`src/rtl/boot_loader.sv`:
```
// Byte-stream boot loader: receives a framed program image, writes it word by word
// into RAM, verifies an XOR checksum and releases the core reset on success.
module boot_loader #(
  parameter logic [31:0] BASE_ADDR = 32'h0000_0000,
  parameter int unsigned MAX_WORDS = 1024,
  parameter int unsigned TIMEOUT   = 1_000_000
) (
  input  logic        clk,
  input  logic        nrst,
  input  logic [7:0]  rx_data,
  input  logic        rx_valid,
  output logic        rx_ready,
  output logic [31:0] ram_addr,
  output logic [31:0] ram_wdata,
  output logic        ram_we,
  input  logic        ram_busy,
  output logic        core_nrst,
  output logic        done,
  output logic        error,
  output logic [15:0] word_count
);

  localparam logic [7:0] HeaderByte = 8'hA5;

  localparam logic [2:0] StIdle  = 3'd0;
  localparam logic [2:0] StLenLo = 3'd1;
  localparam logic [2:0] StLenHi = 3'd2;
  localparam logic [2:0] StData  = 3'd3;
  localparam logic [2:0] StWrite = 3'd4;
  localparam logic [2:0] StCksum = 3'd5;
  localparam logic [2:0] StDone  = 3'd6;
  localparam logic [2:0] StError = 3'd7;

  logic [2:0]  state_q, state_d;
  logic [15:0] len_q, len_d;
  logic [31:0] buf_q, buf_d;
  logic [1:0]  byte_cnt_q, byte_cnt_d;
  logic [7:0]  xor_q, xor_d;
  logic [15:0] count_q, count_d;
  logic [31:0] gap_q, gap_d;
  logic [31:0] addr_q, addr_d;
  logic [31:0] wdata_q, wdata_d;
  logic        we_q, we_d;
  logic        rx_ready_q;
  logic        core_nrst_q;
  logic        done_q;
  logic        error_q;

  logic        accept;
  logic        timed;
  logic        timeout_hit;
  logic [15:0] len_full;
  logic [31:0] next_word;
  logic [15:0] count_inc;

  assign accept    = rx_valid & rx_ready_q;
  assign len_full  = {rx_data, len_q[7:0]};
  assign next_word = {rx_data, buf_q[31:8]};
  assign count_inc = count_q + 16'd1;

  // Only states waiting on the host are subject to the inter-byte gap limit.
  assign timed = (state_q == StLenLo) || (state_q == StLenHi) ||
                 (state_q == StData)  || (state_q == StCksum);
  assign timeout_hit = timed && !accept && (gap_q == TIMEOUT - 1);

  always_comb begin
    state_d    = state_q;
    len_d      = len_q;
    buf_d      = buf_q;
    byte_cnt_d = byte_cnt_q;
    xor_d      = xor_q;
    count_d    = count_q;
    addr_d     = addr_q;
    wdata_d    = wdata_q;
    we_d       = we_q;
    gap_d      = (accept || !timed) ? 32'd0 : gap_q + 32'd1;

    case (state_q)
      StIdle, StError: begin
        if (accept && rx_data == HeaderByte) begin
          state_d = StLenLo;
          count_d = 16'd0;
          xor_d   = 8'd0;
        end
      end
      StLenLo: begin
        if (accept) begin
          len_d   = {8'h00, rx_data};
          state_d = StLenHi;
        end
      end
      StLenHi: begin
        if (accept) begin
          len_d      = len_full;
          byte_cnt_d = 2'd0;
          if (len_full == 16'd0) begin
            state_d = StCksum;
          end else if ({16'h0000, len_full} > MAX_WORDS) begin
            state_d = StError;
          end else begin
            state_d = StData;
          end
        end
      end
      StData: begin
        if (accept) begin
          buf_d      = next_word;
          xor_d      = xor_q ^ rx_data;
          byte_cnt_d = byte_cnt_q + 2'd1;
          if (byte_cnt_q == 2'd3) begin
            state_d = StWrite;
            we_d    = 1'b1;
            addr_d  = BASE_ADDR + {14'h0000, count_q, 2'b00};
            wdata_d = next_word;
          end
        end
      end
      StWrite: begin
        // Address, data and enable stay frozen until the RAM takes the word.
        if (!ram_busy) begin
          we_d    = 1'b0;
          count_d = count_inc;
          state_d = (count_inc == len_q) ? StCksum : StData;
        end
      end
      StCksum: begin
        if (accept) begin
          state_d = (rx_data == xor_q) ? StDone : StError;
        end
      end
      StDone: begin
        state_d = StDone;
      end
      default: begin
        state_d = StIdle;
      end
    endcase

    if (timeout_hit) begin
      state_d = StError;
    end
  end

  always_ff @(posedge clk or negedge nrst) begin
    if (!nrst) begin
      state_q     <= StIdle;
      len_q       <= 16'd0;
      buf_q       <= 32'd0;
      byte_cnt_q  <= 2'd0;
      xor_q       <= 8'd0;
      count_q     <= 16'd0;
      gap_q       <= 32'd0;
      addr_q      <= 32'd0;
      wdata_q     <= 32'd0;
      we_q        <= 1'b0;
      rx_ready_q  <= 1'b1;
      core_nrst_q <= 1'b0;
      done_q      <= 1'b0;
      error_q     <= 1'b0;
    end else begin
      state_q     <= state_d;
      len_q       <= len_d;
      buf_q       <= buf_d;
      byte_cnt_q  <= byte_cnt_d;
      xor_q       <= xor_d;
      count_q     <= count_d;
      gap_q       <= gap_d;
      addr_q      <= addr_d;
      wdata_q     <= wdata_d;
      we_q        <= we_d;
      rx_ready_q  <= (state_d != StWrite) && (state_d != StDone);
      // Lags done by one cycle so the core sees a clean edge after the image is final.
      core_nrst_q <= (state_q == StDone);
      done_q      <= (state_d == StDone);
      error_q     <= (state_d == StError);
    end
  end

  assign rx_ready   = rx_ready_q;
  assign ram_addr   = addr_q;
  assign ram_wdata  = wdata_q;
  assign ram_we     = we_q;
  assign core_nrst  = core_nrst_q;
  assign done       = done_q;
  assign error      = error_q;
  assign word_count = count_q;

endmodule

```
`config.mk`:
```
export PLATFORM = sky130hd
export DESIGN_NAME = boot_loader
export DESIGN_NICKNAME = d
export VERILOG_FILES = /design/src/rtl/boot_loader.sv
export SDC_FILE = /design/constraint.sdc
export NUM_CORES = 1
export LEC_CHECK = 0
export ABC_CLOCK_PERIOD_IN_PS = 3140
export BUFFER_PORTS_ARGS = -buffer_cell sky130_fd_sc_hd__buf_2
export CORE_UTILIZATION = 58
export CTS_CLUSTER_DIAMETER = 100
export DETAILED_ROUTE_END_ITERATION = 6
export PLACE_DENSITY = 0.83
export SLEW_MARGIN = 5
export SYNTH_ARGS = -nofsm -noshare
export SYNTH_HDL_FRONTEND = slang
export SYNTH_SLANG_ARGS = --single-unit
```
`constraint.sdc`:
```
create_clock -name clk -period 3.14 [get_ports clk]
set_clock_uncertainty 0.05 [all_clocks]
set_input_delay 0.785 -clock clk [delete_from_list [all_inputs] [get_ports clk]]
set_output_delay 0.785 -clock clk [all_outputs]
set_load 0.05 [all_outputs]
```
Word level (Yosys, flattened, before mapping)
Index checks and enable logic that the tools add are counted.
Cells by class
  $add $sub $neg: 3
  multipliers: 0
  div/mod/pow operators: 0
  order comparisons: 1
  equal/unequal tests: 22
  shift operators: 0
  multiplexer cells: 30
  bitwise operators: 3
  reductions and logical operators: 26
Operator list (count)
  16-bit 2-to-1 mux: 4
  16-bit one-hot mux with 2 select lines: 2
  3-bit 2-to-1 mux: 11
  32-bit by 1-bit adder with 32-bit output (second input constant): 1
  32-bit by 20-bit == test with 1-bit output (second input constant): 1
  32-bit 2-to-1 mux: 1
  3-bit one-hot mux with 7 select lines: 1
  3-bit == test (second input constant): 6
  3-bit AND reduction: 6
  16-bit by 1-bit adder with 16-bit output (second input constant): 1
  16-bit == test: 1
  16-bit by 11-bit > comparator with 1-bit output (second input constant): 1
  16-bit zero test: 1
  8-bit 2-to-1 mux: 2
  8-bit one-hot mux with 2 select lines: 1
  2-bit != test (second input constant): 5
  2-bit nonzero test: 5
  8-bit == test: 1
  8-bit == test (second input constant): 1
  8-bit XOR: 1
  3-bit by 2-bit == test with 1-bit output (second input constant): 2
  3-bit != test (second input constant): 2
  1-bit logical AND: 4
  1-bit logical OR: 4
  other kinds (15): 20
Storage, ports and cells
  bits in registers: 162
  latch bits: 0
  memory bits (writable): 0
  bits in read-only memories: 0
  output and inout bits: 85
  logic and storage cells: 100
  memories kept: 0

Longest topological paths before layout
  depth in word-level cells: 9
  gate-level depth with buffers: 10
  mapped depth without buffers: 9

Worst setup path after synthesis
No wires, ideal clock.
  kind: reg-to-reg
  start point: register count_q[0] (netlist: word_count[0])
  end point: register error_q (netlist: error)
  library setup time: 135 ps
  data arrival time: 2664 ps
  required time: 2955 ps
  setup slack: 291 ps
  stages on the path, launching flop included: 9
  period minus slack after synthesis: 2849 ps
  cell sequence: dfrtp_1 -> ha_1 -> nand3_1 -> nor4_1 -> xnor2_1 -> nand4_1 -> or4_1 -> a21boi_2 -> nor3_1
On the way
  word-level cells in the longest chain between the ends: 7
RTL lines
  start: declaration: RTL line 39  | logic [15:0] count_q, count_d;
  start signal: assignment: RTL line 166  | count_q <= count_d;
  16-bit by 1-bit adder with 16-bit output: RTL line 59  | assign count_inc = count_q + 16'd1;
  16-bit == test: RTL line 123  | state_d = (count_inc == len_q) ? StCksum : StData;
  3-bit 2-to-1 mux: RTL line 123
  3-bit 2-to-1 mux: RTL line 120  | if (!ram_busy) begin
  3-bit one-hot mux with 7 select lines: RTL line 78  | case (state_q)
  3-bit 2-to-1 mux: RTL line 139  | if (timeout_hit) begin
  3-bit == test: RTL line 175  | error_q <= (state_d == StError);
  end signal: assignment: RTL line 175
  end: declaration: RTL line 47  | logic error_q;
No other way between the ends.
A chain may end at the register's enable or synchronous reset.

Worst setup path in the final report
Ends and elaborated chain as after synthesis.

==> run metrics <==
IO Pins 97; internal power about 3.1 mW; DRC Markers 0; first-pass GRT wire length between 20 and 30 mm; vias per inst around 5.8; nets about 820; Final Cell Area 8412 um2; Cell Chain, Critical Path ha_1 -> nand3_1 -> nor4_2 -> xnor2_1 -> nand4_1 -> or4_1 -> a21boi_2 -> nor3_1; WS Path Type flip-flop to flip-flop; DP HPWL 11.19 mm; Final Cycle Share between 90% and 100%; wire per inst around 16 um; initial antenna violation count 0; Mapped Area about 7400 um2; Worst Max-Slew Pin Slew 0.8416 ns; Synth-to-Final Area Change 13.79%; Yosys reg bits between 150 and 200; reg2reg start word_count[0]; clk_lat worst skew 0.43 ns; number of global-route vias before repair between 5k and 6k; Worst IR Drop VDD ~330 uV; number of warnings issued by yosys 0; drt total wl 16.14 mm; area of the multi-input gates 3243 um2; initial core utilization 60.53%; CP Launch Type flip-flop; switching power share of the total 24.00%; worst-path fanout max 9; post-synthesis sequential area ratio a little over half; utilization after layout between 60% and 70%; minimum clock period around 2.8 ns; asr flop ratio synth 100.0%; Iter 0 DRT Violations between 300 and 400; final setup fails 0; delay-heaviest family, CP simple AND/OR/NAND/NOR gates; Rows 40; Netlist cell types 54; P_sw about 990 uW; dpl cell area 7843 um2; CTS sink count about 150; fillcell total ~900; Detailed Routing Iterations Pass 1 5; EDFF count, synth 0; total number of vias about 5.7k; Core ar. 12210 um2; most frequent cells in the layout dfrtp_1 (153), nand2_1 (131), buf_2 (79), nor2_1 (65), mux2_2 (48); relative slew slack 43.89%; Synth Area per Inst between 9 and 10 um2; port bufs 80; final hold violation count 0; Slew Viols, Final 0; prevailing post-synth register cell dfrtp_1; Seq pwr share approximately half; CP endpoint kind flip-flop; Cell Pwr Density roughly 490 nW/um2; commonest non-fill, non-tap cell in the layout dfrtp_1; unrepaired setup endpoints after global routing false; Max Cap Viol 0; clock share of power approximately 47%; Die Wd roughly 110 um; die height around 110 um; Synth Instances 742; GRT Total Usage 26.92%; layout cells sized above 1 approximately 22%; Comb power frac about 4.5%; CTS Buf Count 17; post-route ant nets 0; GP Congestion 0.8729; slowest stage delay, CP about 0.52 ns; Clock transition at path regs roughly 0.060 ns; WP buf/inv 0; CTS tree done; Stages on worst setup path 8; Critical Path AT about 3.1 ns; run status complete, no violations; Max Buffers Root-to-Sink 2; WP data required 3.39 ns; reg2reg path depth 8; Static Leak around 4.1 nW; Slowest cell on crit path dfrtp_1; ANT cells 0; die area roughly 13000 um2; Setup TNS 0 ns; Hold WC Path Type input port to async pin; reg-to-reg slack, setup ~0.31 ns; FMAX around 350 MHz; RR Endpoint error; grt ovf 0; Layout Cells excl Fill 988; Root Buffer Master clkbuf_16; FF+latch area 3855 um2; htree depth 4; placed insts 956; largest net degree at the start of global routing between 60 and 70
[synthesized netlist by cell type (all sizes together), types with 8 or more instances]
cell type	number	area (um2)
o21ai	45	225.2
mux2	48	540.5
xnor2	26	227.7
nand3	25	125.1
a21oi	13	65.06
dfrtp	153	3829
nor4	16	118.9
xor2	26	227.7
o31ai	9	67.56
inv	9	33.78
nor2	65	244.0
nand4	18	118.9
nand2	134	513.0
nor2b	8	50.05
nor3	13	65.06
clkbuf	27	101.4
a22o	8	70.07
buf	32	224.0
[per-stage QoR]
stage               power [mW]  setup WS [ns]  hold slack, ns
floorplan                2.177         0.2912          0.3918
global placement         2.227         0.3838          0.4063
detailed placement       2.232         0.2445          0.4132
CTS                      4.167         0.2410          0.3078
global route             4.264        0.05116          0.3342
finish                   4.138         0.3101          0.2918
[sequential cells by signal, summed over array words and instances (netlist names), 2 cells and up]
name        count
ram_wdata      32
gap_q          32
len_q          16
word_count     16
xor_q           8
state_q         3
byte_cnt_q      2
buf_q          24
ram_addr       16
[cells by family (layout without fill, tap and decap cells)]
group	after synthesis	after routing	synth area share, %
compound gates	95	95	7.989
xor+xnor	52	52	6.161
fa+ha+maj	3	3	0.5078
buf+inv	68	131	4.858
flops	154	154	52.15
mux	50	50	7.583
other cells	1	16	0.05073
simple gates	319	319	20.70
[power groups by stage]
stage	registers [mW]	clock network, mW	logic [mW]
floorplan	2.06	0	0.116
global placement	2.05	0	0.182
detailed placement	2.05	0	0.186
CTS	2.01	1.97	0.186
global route	2.01	2.05	0.202
finish	2.01	1.94	0.185
[repair_timing]
action / CTS / global route
hold buffers: 0 / 0
gates resized for setup: 0 / 1
setup endpoints to repair: 0 / 2
buffers inserted: 0 / 0
endpoints found under the hold margin: 0 / 0
[routing by layer]
| metal | up-vias | share of wire [%] | track usage, % |
|---|---|---|---|
| li1 | 2663 | - | - |
| met1 | 2817 | 43 | 35.00 |
| met2 | 197 | 49 | 43.25 |
| met3 | 35 | 5.0 | 6.273 |
| met4 | 0 | 2.6 | 12.21 |
| met5 | - | 0 | 0 |
[how the worst max path moves through the flow]
stage          slack [ns]            end           from
6_report             0.31          error  word_count[0]
5_1_grt              0.05          error  word_count[0]
3_3_place_gp         0.38  word_count[4]     rx_data[6]
4_1_cts              0.24          error  word_count[0]
3_5_place_dp         0.24          error  word_count[0]
2_1_floorplan        0.29          error  word_count[0]
[final cells by class]
| cell class | instances | area share, % |
|---|---|---|
| Multi-Input combinational cell | 535 | 38.55 |
| Tap cell | 168 | 2.499 |
| Sequential cell | 154 | 45.83 |
| Inverter | 9 | 0.4016 |
| Clock buffer | 20 | 5.310 |
| Clock inverter | 12 | 1.383 |
| Timing Repair Buffer | 90 | 6.024 |
Power figures use the tool's default switching activity.
